<file path="src/rtl/boot_loader.sv">
`timescale 1ns/1ps
// boot_loader: after start_i, copies ROM_WORDS words from the boot ROM into RAM starting at RAM_BASE.
// Optional ROM-acknowledge watchdog is compiled in when BOOT_LOADER_TIMEOUT_EN is defined.
module boot_loader #(
    parameter int unsigned ROM_WORDS = 7,
    parameter logic [15:0] RAM_BASE  = 16'h0000,
    parameter int unsigned TIMEOUT   = 255
) (
    input  logic        sys_clk,
    input  logic        sys_rst_n,
    input  logic        start_i,
    output logic        rom_stb_o,
    input  logic        rom_ack_i,
    output logic [15:0] rom_addr_o,
    input  logic [31:0] rom_data_i,
    output logic        ram_we_o,
    input  logic        ram_ack_i,
    output logic [15:0] ram_addr_o,
    output logic [31:0] ram_data_o,
    output logic        busy_o,
    output logic        done_o,
    output logic        err_o
);

    typedef enum logic [2:0] {
        IDLE,
        RD,
        WR,
        DONE,
        ERR
    } state_t;

    localparam logic [15:0] LAST_IDX = 16'(ROM_WORDS - 1);

    state_t      state;
    state_t      state_next;
    logic [15:0] idx;
    logic [15:0] idx_next;
    logic [31:0] data_next;

`ifdef BOOT_LOADER_TIMEOUT_EN
    localparam logic [15:0] WAIT_LAST = 16'(TIMEOUT - 1);

    logic [15:0] wait_cnt;
    logic [15:0] wait_next;
`else
    logic [15:0] unused_timeout;
    assign unused_timeout = 16'(TIMEOUT);
`endif

    always_comb begin
        state_next = state;
        idx_next   = idx;
        data_next  = ram_data_o;
`ifdef BOOT_LOADER_TIMEOUT_EN
        // Counter is zero unless we stay in RD, so it clears on every entry to RD.
        wait_next  = '0;
`endif
        unique case (state)
            IDLE, DONE, ERR: begin
                if (start_i) begin
                    state_next = RD;
                    idx_next   = '0;
                end
            end
            RD: begin
                if (rom_ack_i) begin
                    state_next = WR;
                    data_next  = rom_data_i;
                end
`ifdef BOOT_LOADER_TIMEOUT_EN
                else if (wait_cnt == WAIT_LAST) begin
                    state_next = ERR;
                end else begin
                    wait_next = wait_cnt + 16'd1;
                end
`endif
            end
            WR: begin
                if (ram_ack_i) begin
                    if (idx == LAST_IDX) begin
                        state_next = DONE;
                    end else begin
                        state_next = RD;
                        idx_next   = idx + 16'd1;
                    end
                end
            end
            default: begin
                state_next = IDLE;
            end
        endcase
    end

    // Bus outputs are registered from the next-state values so they line up with the state they belong to.
    always_ff @(posedge sys_clk or negedge sys_rst_n) begin
        if (!sys_rst_n) begin
            state      <= IDLE;
            idx        <= '0;
            rom_stb_o  <= 1'b0;
            rom_addr_o <= '0;
            ram_we_o   <= 1'b0;
            ram_addr_o <= '0;
            ram_data_o <= '0;
        end else begin
            state      <= state_next;
            idx        <= idx_next;
            rom_stb_o  <= (state_next == RD);
            rom_addr_o <= idx_next;
            ram_we_o   <= (state_next == WR);
            ram_addr_o <= RAM_BASE + idx_next;
            ram_data_o <= data_next;
        end
    end

`ifdef BOOT_LOADER_TIMEOUT_EN
    always_ff @(posedge sys_clk or negedge sys_rst_n) begin
        if (!sys_rst_n) begin
            wait_cnt <= '0;
        end else begin
            wait_cnt <= wait_next;
        end
    end

    assign err_o = (state == ERR);
`else
    assign err_o = 1'b0;
`endif

    assign busy_o = (state == RD) || (state == WR);
    assign done_o = (state == DONE);

endmodule

</file>
<file path="config.mk">
export PLATFORM = sky130hd
export DESIGN_NAME = boot_loader
export DESIGN_NICKNAME = d
export VERILOG_FILES = /design/src/rtl/boot_loader.sv
export SDC_FILE = /design/constraint.sdc
export NUM_CORES = 1
export LEC_CHECK = 0
export CAP_MARGIN = 0
export CORE_MARGIN = 3
export CORE_UTILIZATION = 29
export CTS_CLUSTER_SIZE = 16
export DETAILED_ROUTE_END_ITERATION = 10
export PLACE_DENSITY = 0.69
export SLEW_MARGIN = 20
export SYNTH_ARGS = -nofsm -noshare
export SYNTH_HDL_FRONTEND = slang
export SYNTH_SLANG_ARGS = --single-unit
</file>
<file path="constraint.sdc">
create_clock -name sys_clk -period 4.9 [get_ports sys_clk]
set_input_delay 0.98 -clock sys_clk [delete_from_list [all_inputs] [get_ports sys_clk]]
set_output_delay 0.98 -clock sys_clk [all_outputs]
set_load 0.005 [all_outputs]
</file>
## After elaboration in Yosys (flattened, before gate mapping)

Index checks and enable logic that the tools add are counted.

| word-level totals | value |
|---|---|
| output and inout bits | 69 |
| logic and storage cells | 31 |
| flip-flop bits (word level) | 53 |
| bits of input ports | 37 |

| cells by class | value |
|---|---|
| reduce and logical (&&, ||, !) cells | 6 |
| muxes and demuxes | 9 |
| $add $sub $neg | 1 |
| equality and inequality tests | 10 |

Operator list:

| cell | count |
|---|---|
| $mux 16 | 3 |
| $pmux 16 s2 | 1 |
| $add 16x1->16 const B | 1 |
| $eq 16x3->1 const B | 1 |
| $eq 3x2->1 const B | 3 |
| $mux 3 | 3 |
| $pmux 3 s3 | 1 |
| $eq 3x1->1 const B | 2 |
| $ne 2x2->1 const B | 3 |
| $reduce_and 4->1 | 1 |
| $eq 3x3->1 const B | 1 |
| $logic_not 3->1 | 1 |
| $reduce_or 3->1 | 1 |
| $mux 2 | 1 |
| $reduce_and 2->1 | 1 |
| $reduce_bool 2->1 | 1 |
| $logic_or 1x1->1 | 1 |

## Longest topological paths before layout

Gate-level depths: netlist of run 1.

| depth | value |
|---|---|
| depth after elaboration | 5 |
| depth in mapped cells | 7 |
| depth with buffers taken out | 6 |

## Worst setup path after synthesis of run 1

Ideal clock, no wire load.

| timing | value |
|---|---|
| path kind | input -> register |
| start | in rom_ack_i |
| end | reg ram_data_o[10] |
| cell stages on the path | 4 |
| setup slack | 2.806 ns |
| setup time | 0.125 ns |
| arrival | 1.970 ns |
| required time | 4.775 ns |
| buffers on the path | 1 |
| cells stage by stage | nand2_1 -> nor3_2 -> buf_2 -> mux2_2 |

| between the ends | value |
|---|---|
| cells in the longest elaborated chain, start to end | 1 |

Ends and longest elaborated chain:

| element | line | text |
|---|---|---|
| start: declaration | 13 | `input logic rom_ack_i,` |
| $reduce_and 2->1 (no source line) | - |  |
| end signal: assignment | 112 | `ram_data_o <= data_next;` |
| end: declaration | 19 | `output logic [31:0] ram_data_o,` |

Every way passes these cells.
A chain may end at the register's enable or synchronous reset.

## Final worst setup path of run 1

| timing | value |
|---|---|
| start | in start_i |
| end | reg idx[1] |

| between the ends | value |
|---|---|
| cells in the longest elaborated chain, start to end | 2 |

Ends and longest elaborated chain:

| element | line | text |
|---|---|---|
| start: declaration | 11 | `input logic start_i,` |
| $ne 2x2->1 (no source line) | - |  |
| $reduce_and 4->1 (no source line) | - |  |
| end signal: assignment | 107 | `idx <= idx_next;` |
| end: declaration | 37 | `logic [15:0] idx;` |

Every way passes these cells.

==> flow_summary.ini, run 1 <==
[outcome]
status = finished clean

[clocking]
cts_tree = done
cts_setup_buffers = 0
clk-insertion-delay-late_ps = 300
clkSinkCount = 53
cts_buffer_depth = 2
cts-root-buf = clkbuf_8
h-tree-depth = 2
cts_hold_buffers = 0
ctsResizeCount = 0
clkTransAtPathRegs_ps = 90
numCtsBuffers = 5

[die]
io_pins = 106
die_h_um = 99.4
start_util = 0.304
dieArea_mm2 = 0.00989
fp.dieW_um = 99.4
coreArea_mm2 = 0.00834
fp-row-count = 33

[critical_path]
critPathSlowestCell = a2bb2oi_2
crit_start = start_i
worst-path-buf-inv = 1
r2r-end = idx[1]
required_ps = 5090
r2r_cells = 4
path_delay_family = compound AO/OA/AOI/OAI gates
path_cells = clkdlybuf4s50_1 > mux2i_1 > a2bb2oi_2 > a21o_1 > mux2_2
worst_setup_path_end_kind = flop
reg2reg_from = state[0]
r2r_slack_ps = 2670
cp.arrival_ps = 2930
start_kind = input port
critPathCapture = idx[1]
crit_type = in -> reg
worst_path_largest_cell_delay_ps = 680
crit_fanout = 22
path_depth = 5

[timing]
worst_slew_pin_slew_ps = 872
setup_violations = 0
rsz0062_at_grt = no
maxSlewViolCount = 0
finalCritPeriodShare = 0.559
fin_crit_ps = 2740
max_clock_freq_ghz = 0.365
fin_tns_setup_ps = 0
finalHoldViolCount = 0
relSlewSlack = 0.418
skew_ps = 8.03

[global_routing]
grt_usage = 0.121
first_global_vias = 2012
grt_max_degree = 54
grt_overflow_total = 0
grt_pass1_wl_um = 9850
antenna_found_initial = 0

[power_and_ir_drop]
p_leak_nw = 1.45
powerDensity_mw_per_mm2 = 471
vdd_drop_max_v = 0.000224

[run]
maxCapViolations = 0

[final_layout]
drive_above_1_share = 0.164
area_delta_synth_final_pct = 43.6
finalNonFillerCells = 404
n_fill_cell = 788
antennaDiodeCount = 0
nets = 338

[yosys]
ys_warn_count = 0
postSynthAreaPerCell_um2 = 12.0
syn_inst = 211
syn_nets = 250
ys_ff_latch = 53
synthFlopType = dfrtp_1
syn_area_mm2 = 0.00253
ys_types = 40
synth-edff-count = 0
ys_seq_area_frac = 0.524
synth-async-reset-ratio = 1.00

[drt]
via_per_inst = 4.96
wl_um = 5970
wl_per_cell_um = 14.8
dr.first_iter.drc_count = 72
dr_total_vias = 2004
ant_nets = 0
drc = 0
first_pass_iters = 4

[placed_design]
gp_congestion = 0.822
dp_hpwl_um = 4200
portBuffers = 104
place_inst = 397

[hold_path]
min_path_type = reg -> reg
-- registers in the layout (all words and copies together), names as in the netlist --
signal	cells
rom_stb_o	1
ram_data_o	32
state	3
idx	16
ram_we_o	1
-- worst min path at each step --
stage,start,end,slack [ps],cells past startpoint
after CTS,ram_data_o[22],ram_data_o[22],520,1
final,ram_data_o[24],ram_data_o[24],510,1
after detailed placement,ram_data_o[0],ram_data_o[0],500,1
after global placement,ram_data_o[1],ram_data_o[1],490,1
after floorplan,ram_data_o[24],ram_data_o[24],510,1
after global routing,ram_data_o[30],ram_data_o[30],530,1
-- placed cells by master (no fill, tap or decap), drive strengths merged --
| cell | instances |
|---|---|
| a211oi | 2 |
| a21o | 2 |
| a21oi | 10 |
| a2bb2oi | 3 |
| and3 | 2 |
| and3b | 1 |
| and4 | 2 |
| buf | 4 |
| clkbuf | 6 |
| clkdlybuf4s50 | 103 |
| clkinvlp | 1 |
| conb | 1 |
| dfrtp | 53 |
| ha | 2 |
| inv | 6 |
| mux2 | 34 |
| mux2i | 5 |
| nand2 | 11 |
| nand2b | 6 |
| nand3 | 4 |
| nand4 | 1 |
| nand4b | 1 |
| nor2 | 3 |
| nor2b | 1 |
| nor3 | 4 |
| nor3b | 1 |
| nor4 | 4 |
| nor4b | 5 |
| o21a | 2 |
| o21ai | 3 |
| o31a | 2 |
| o31ai | 5 |
| o41ai | 1 |
| or2 | 1 |
| or3 | 1 |
| or4 | 5 |
| xnor2 | 1 |
-- stage by stage --
stage	worst slack (ps)	total power [mW]	utilization	cell area, um^2	hold slack, ps
final	2160	1.71	0.436	3640	514
after global routing	2040	1.84	0.436	3640	533
after CTS	2170	1.74	0.436	3640	522
after detailed placement	1850	1.48	0.425	3550	497
after global placement	1940	1.46	0.425	3550	489
after floorplan	2810	1.06	-	2530	505
-- layer usage --
layer,GRT usage,routed length (um),up-vias
li1,-,-,918
met4,0.0357,79,0
met3,0.0344,461,10
met5,0,0,-
met1,0.152,2560,994
met2,0.204,2870,82
-- synthesized netlist by cell type (all sizes together), types with 4 or more instances --
| library cell | count | share of area |
|---|---|---|
| dfrtp | 53 | 0.52 |
| nand2b | 6 | 0.016 |
| mux2i | 5 | 0.020 |
| o31ai | 5 | 0.015 |
| buf | 24 | 0.069 |
| nor4b | 5 | 0.017 |
| mux2 | 34 | 0.15 |
| nand2 | 11 | 0.016 |
| nor3 | 4 | 0.0099 |
| or4 | 5 | 0.015 |
| a21oi | 10 | 0.020 |
| nand3 | 4 | 0.0079 |
| inv | 6 | 0.0089 |
| nor4 | 4 | 0.0099 |
-- cell type report --
class / count / area [um^2] / area share
flip-flops and latches: 53 / 1330 / 0.365
repair buffers: 107 / 1060 / 0.291
multi-input cells: 126 / 1010 / 0.277
well taps: 105 / 131 / 0.0361
clock buffers: 6 / 82.6 / 0.0227
inverters: 6 / 22.5 / 0.00619
clock inverters: 1 / 7.51 / 0.00206
-- cells by family after synthesis --
group | Yosys count | share of synthesized area
XOR/XNOR | 1 | 0.00346
other | 1 | 0.00148
multiplexers | 39 | 0.171
buffers and inverters | 32 | 0.0810
adder cells (fa/ha/maj) | 2 | 0.00988
flip-flops | 53 | 0.524
AND/OR/NAND/NOR | 53 | 0.128
AO/OA/AOI/OAI | 30 | 0.0815
-- report_power, final --
part	internal [mW]	leakage, nW	switching (mW)	total, mW
sequential	0.593	0.663	0.109	0.701
combinational	0.492	0.739	0.267	0.759
clock	0.112	0.0433	0.139	0.251
No activity file was read; power rests on OpenSTA's default activity.
==> run 2: changes to the inputs <==
==> constraint.sdc (replaced) <==
create_clock -name sys_clk -period 2.67 [get_ports sys_clk]
set_input_delay 0.534 -clock sys_clk [delete_from_list [all_inputs] [get_ports sys_clk]]
set_output_delay 0.534 -clock sys_clk [all_outputs]
set_load 0.005 [all_outputs]
==> run 2 against run 1 <==
Compared with the run above: first-iteration DRC count is 11% higher; largest cell class unchanged; global-route usage is 0.17 points lower; sequential power is 83% higher; die area stayed put; critical path type is now reg -> out; critical path depth is 3 lower; utilization is 0.24 points higher; cell count is 0.25% higher; wire length is 4.1% lower; final area is 0.55% higher.
==> flow_summary.ini, run 2 (synthesis results as in run 1) <==
[outcome]
status = finished clean

[critical_path]
required_ps = 2140
r2r_slack_ps = 720
crit_type = reg -> out
r2r-end = idx[11]
reg2reg_from = state[0]
cp.arrival_ps = 1730
worst_setup_path_end_kind = primary output
crit_fanout = 15
start_kind = flop
r2r_cells = 5
critPathCapture = done_o
crit_start = state[0]

[power_and_ir_drop]
switching_share = 0.296
p_sw_uw = 933
vdd_drop_max_v = 0.000395
clkPwrFrac = 0.145
p_leak_nw = 1.45
p_comb_frac = 0.450
p_seq_frac = 0.405
p_int_mw = 2.22
powerDensity_mw_per_mm2 = 862

[placed_design]
dp_hpwl_um = 4180
gp_congestion = 0.828
portBuffers = 104

[drt]
ant_nets = 0
dr.first_iter.drc_count = 80
first_pass_iters = 4
wl_um = 5720
dr_total_vias = 1968
drc = 0
wl_per_cell_um = 14.1
via_per_inst = 4.86

[clocking]
cts-root-buf = clkbuf_8
h-tree-depth = 2
cts_setup_buffers = 0
numCtsBuffers = 5
clk-insertion-delay-late_ps = 300
cts_hold_buffers = 0
cts_buffer_depth = 2
cts_tree = done
ctsResizeCount = 0
clkSinkCount = 53
clkTransAtPathRegs_ps = 100

[final_layout]
largest_reg_flops = 32
layout_common_cells = 103 x clkdlybuf4s50_1, 53 x dfrtp_1, 34 x mux2_2
final_common_cell = clkdlybuf4s50_1
drive_above_1_share = 0.167
reg_top3 = ram_data_o: 32 flops, idx: 16 flops, state: 3 flops
nets = 339
antennaDiodeCount = 0
area_delta_synth_final_pct = 44.4
regMostFlops = ram_data_o

[die]
coreArea_mm2 = 0.00834
dieArea_mm2 = 0.00989
die_h_um = 99.4
fp-row-count = 33
fp.dieW_um = 99.4
start_util = 0.304
io_pins = 106

[global_routing]
grt_usage = 0.120
grt_pass1_wl_um = 9690
first_global_vias = 1953
grt_overflow_total = 0
antenna_found_initial = 0
grt_max_degree = 54

[timing]
relSlewSlack = 0.562
fin_crit_ps = 2260
finalCritPeriodShare = 0.847
hold_slack_ps = 358
fin_tns_setup_ps = 0
rsz0062_at_grt = no
maxSlewViolCount = 0
setup_violations = 0
skew_ps = 8.35
finalHoldViolCount = 0
worst_slew_pin_slew_ps = 648
max_clock_freq_ghz = 0.442

[run]
maxCapViolations = 0

[hold_path]
min_path_type = in -> async
run 2: cell count changes in the layout (fill, tap and decap cells not counted), sizes merged:
cell	delta
buf	+1
run 2: final cells by class:
| type | instances | area, um^2 |
|---|---|---|
| clock buffer | 6 | 82.6 |
| clock inverter | 1 | 7.51 |
| fill | 769 | 4680 |
| inverter | 6 | 22.5 |
| multi-input combinational | 126 | 1010 |
| sequential | 53 | 1330 |
| tap | 105 | 131 |
| timing repair buffer | 108 | 1080 |
run 2: power by group through the flow:
| stage | registers, mW | logic, mW | clock network [mW] |
|---|---|---|---|
| 6_report | 1.28 | 1.42 | 0.457 |
| 5_1_grt | 1.32 | 1.54 | 0.517 |
| 4_1_cts | 1.28 | 1.45 | 0.483 |
| 3_5_place_dp | 1.29 | 1.44 | 0 |
| 3_3_place_gp | 1.28 | 1.43 | 0 |
| 2_1_floorplan | 1.27 | 0.666 | 0 |
run 2: layer usage:
metal | routed length [um] | track usage | up-vias | part of all wire
li1 | - | - | 920 | -
met5 | 0 | 0 | - | 0
met1 | 2360 | 0.159 | 931 | 0.41
met3 | 626 | 0.0442 | 13 | 0.11
met4 | 91 | 0.0389 | 0 | 0.016
met2 | 2650 | 0.181 | 104 | 0.46
run 2: critical path, stage by stage, from the launching register on:
cell and delay (ps):
dfrtp_1 630, and3b_1 280, clkdlybuf4s50_1 520
run 2: worst min path at each step:
stage | startpoint | slack [ps] | endpoint
after floorplan | sys_rst_n | 240 | idx[0]
after global placement | ram_data_o[24] | 490 | ram_data_o[24]
after detailed placement | ram_data_o[2] | 500 | ram_data_o[2]
after CTS | sys_rst_n | 380 | ram_data_o[19]
after global routing | sys_rst_n | 410 | ram_data_o[1]
final | sys_rst_n | 360 | idx[13]
run 2: metrics by stage:
step	cell area, um^2	power [mW]	instances	utilization	setup WS (ps)
floorplan	2530	1.94	211	-	1020
global placement	3570	2.71	398	0.428	315
detailed placement	3570	2.73	398	0.428	275
CTS	3660	3.21	405	0.438	405
global route	3660	3.38	405	0.438	291
finish	3660	3.15	405	0.438	410
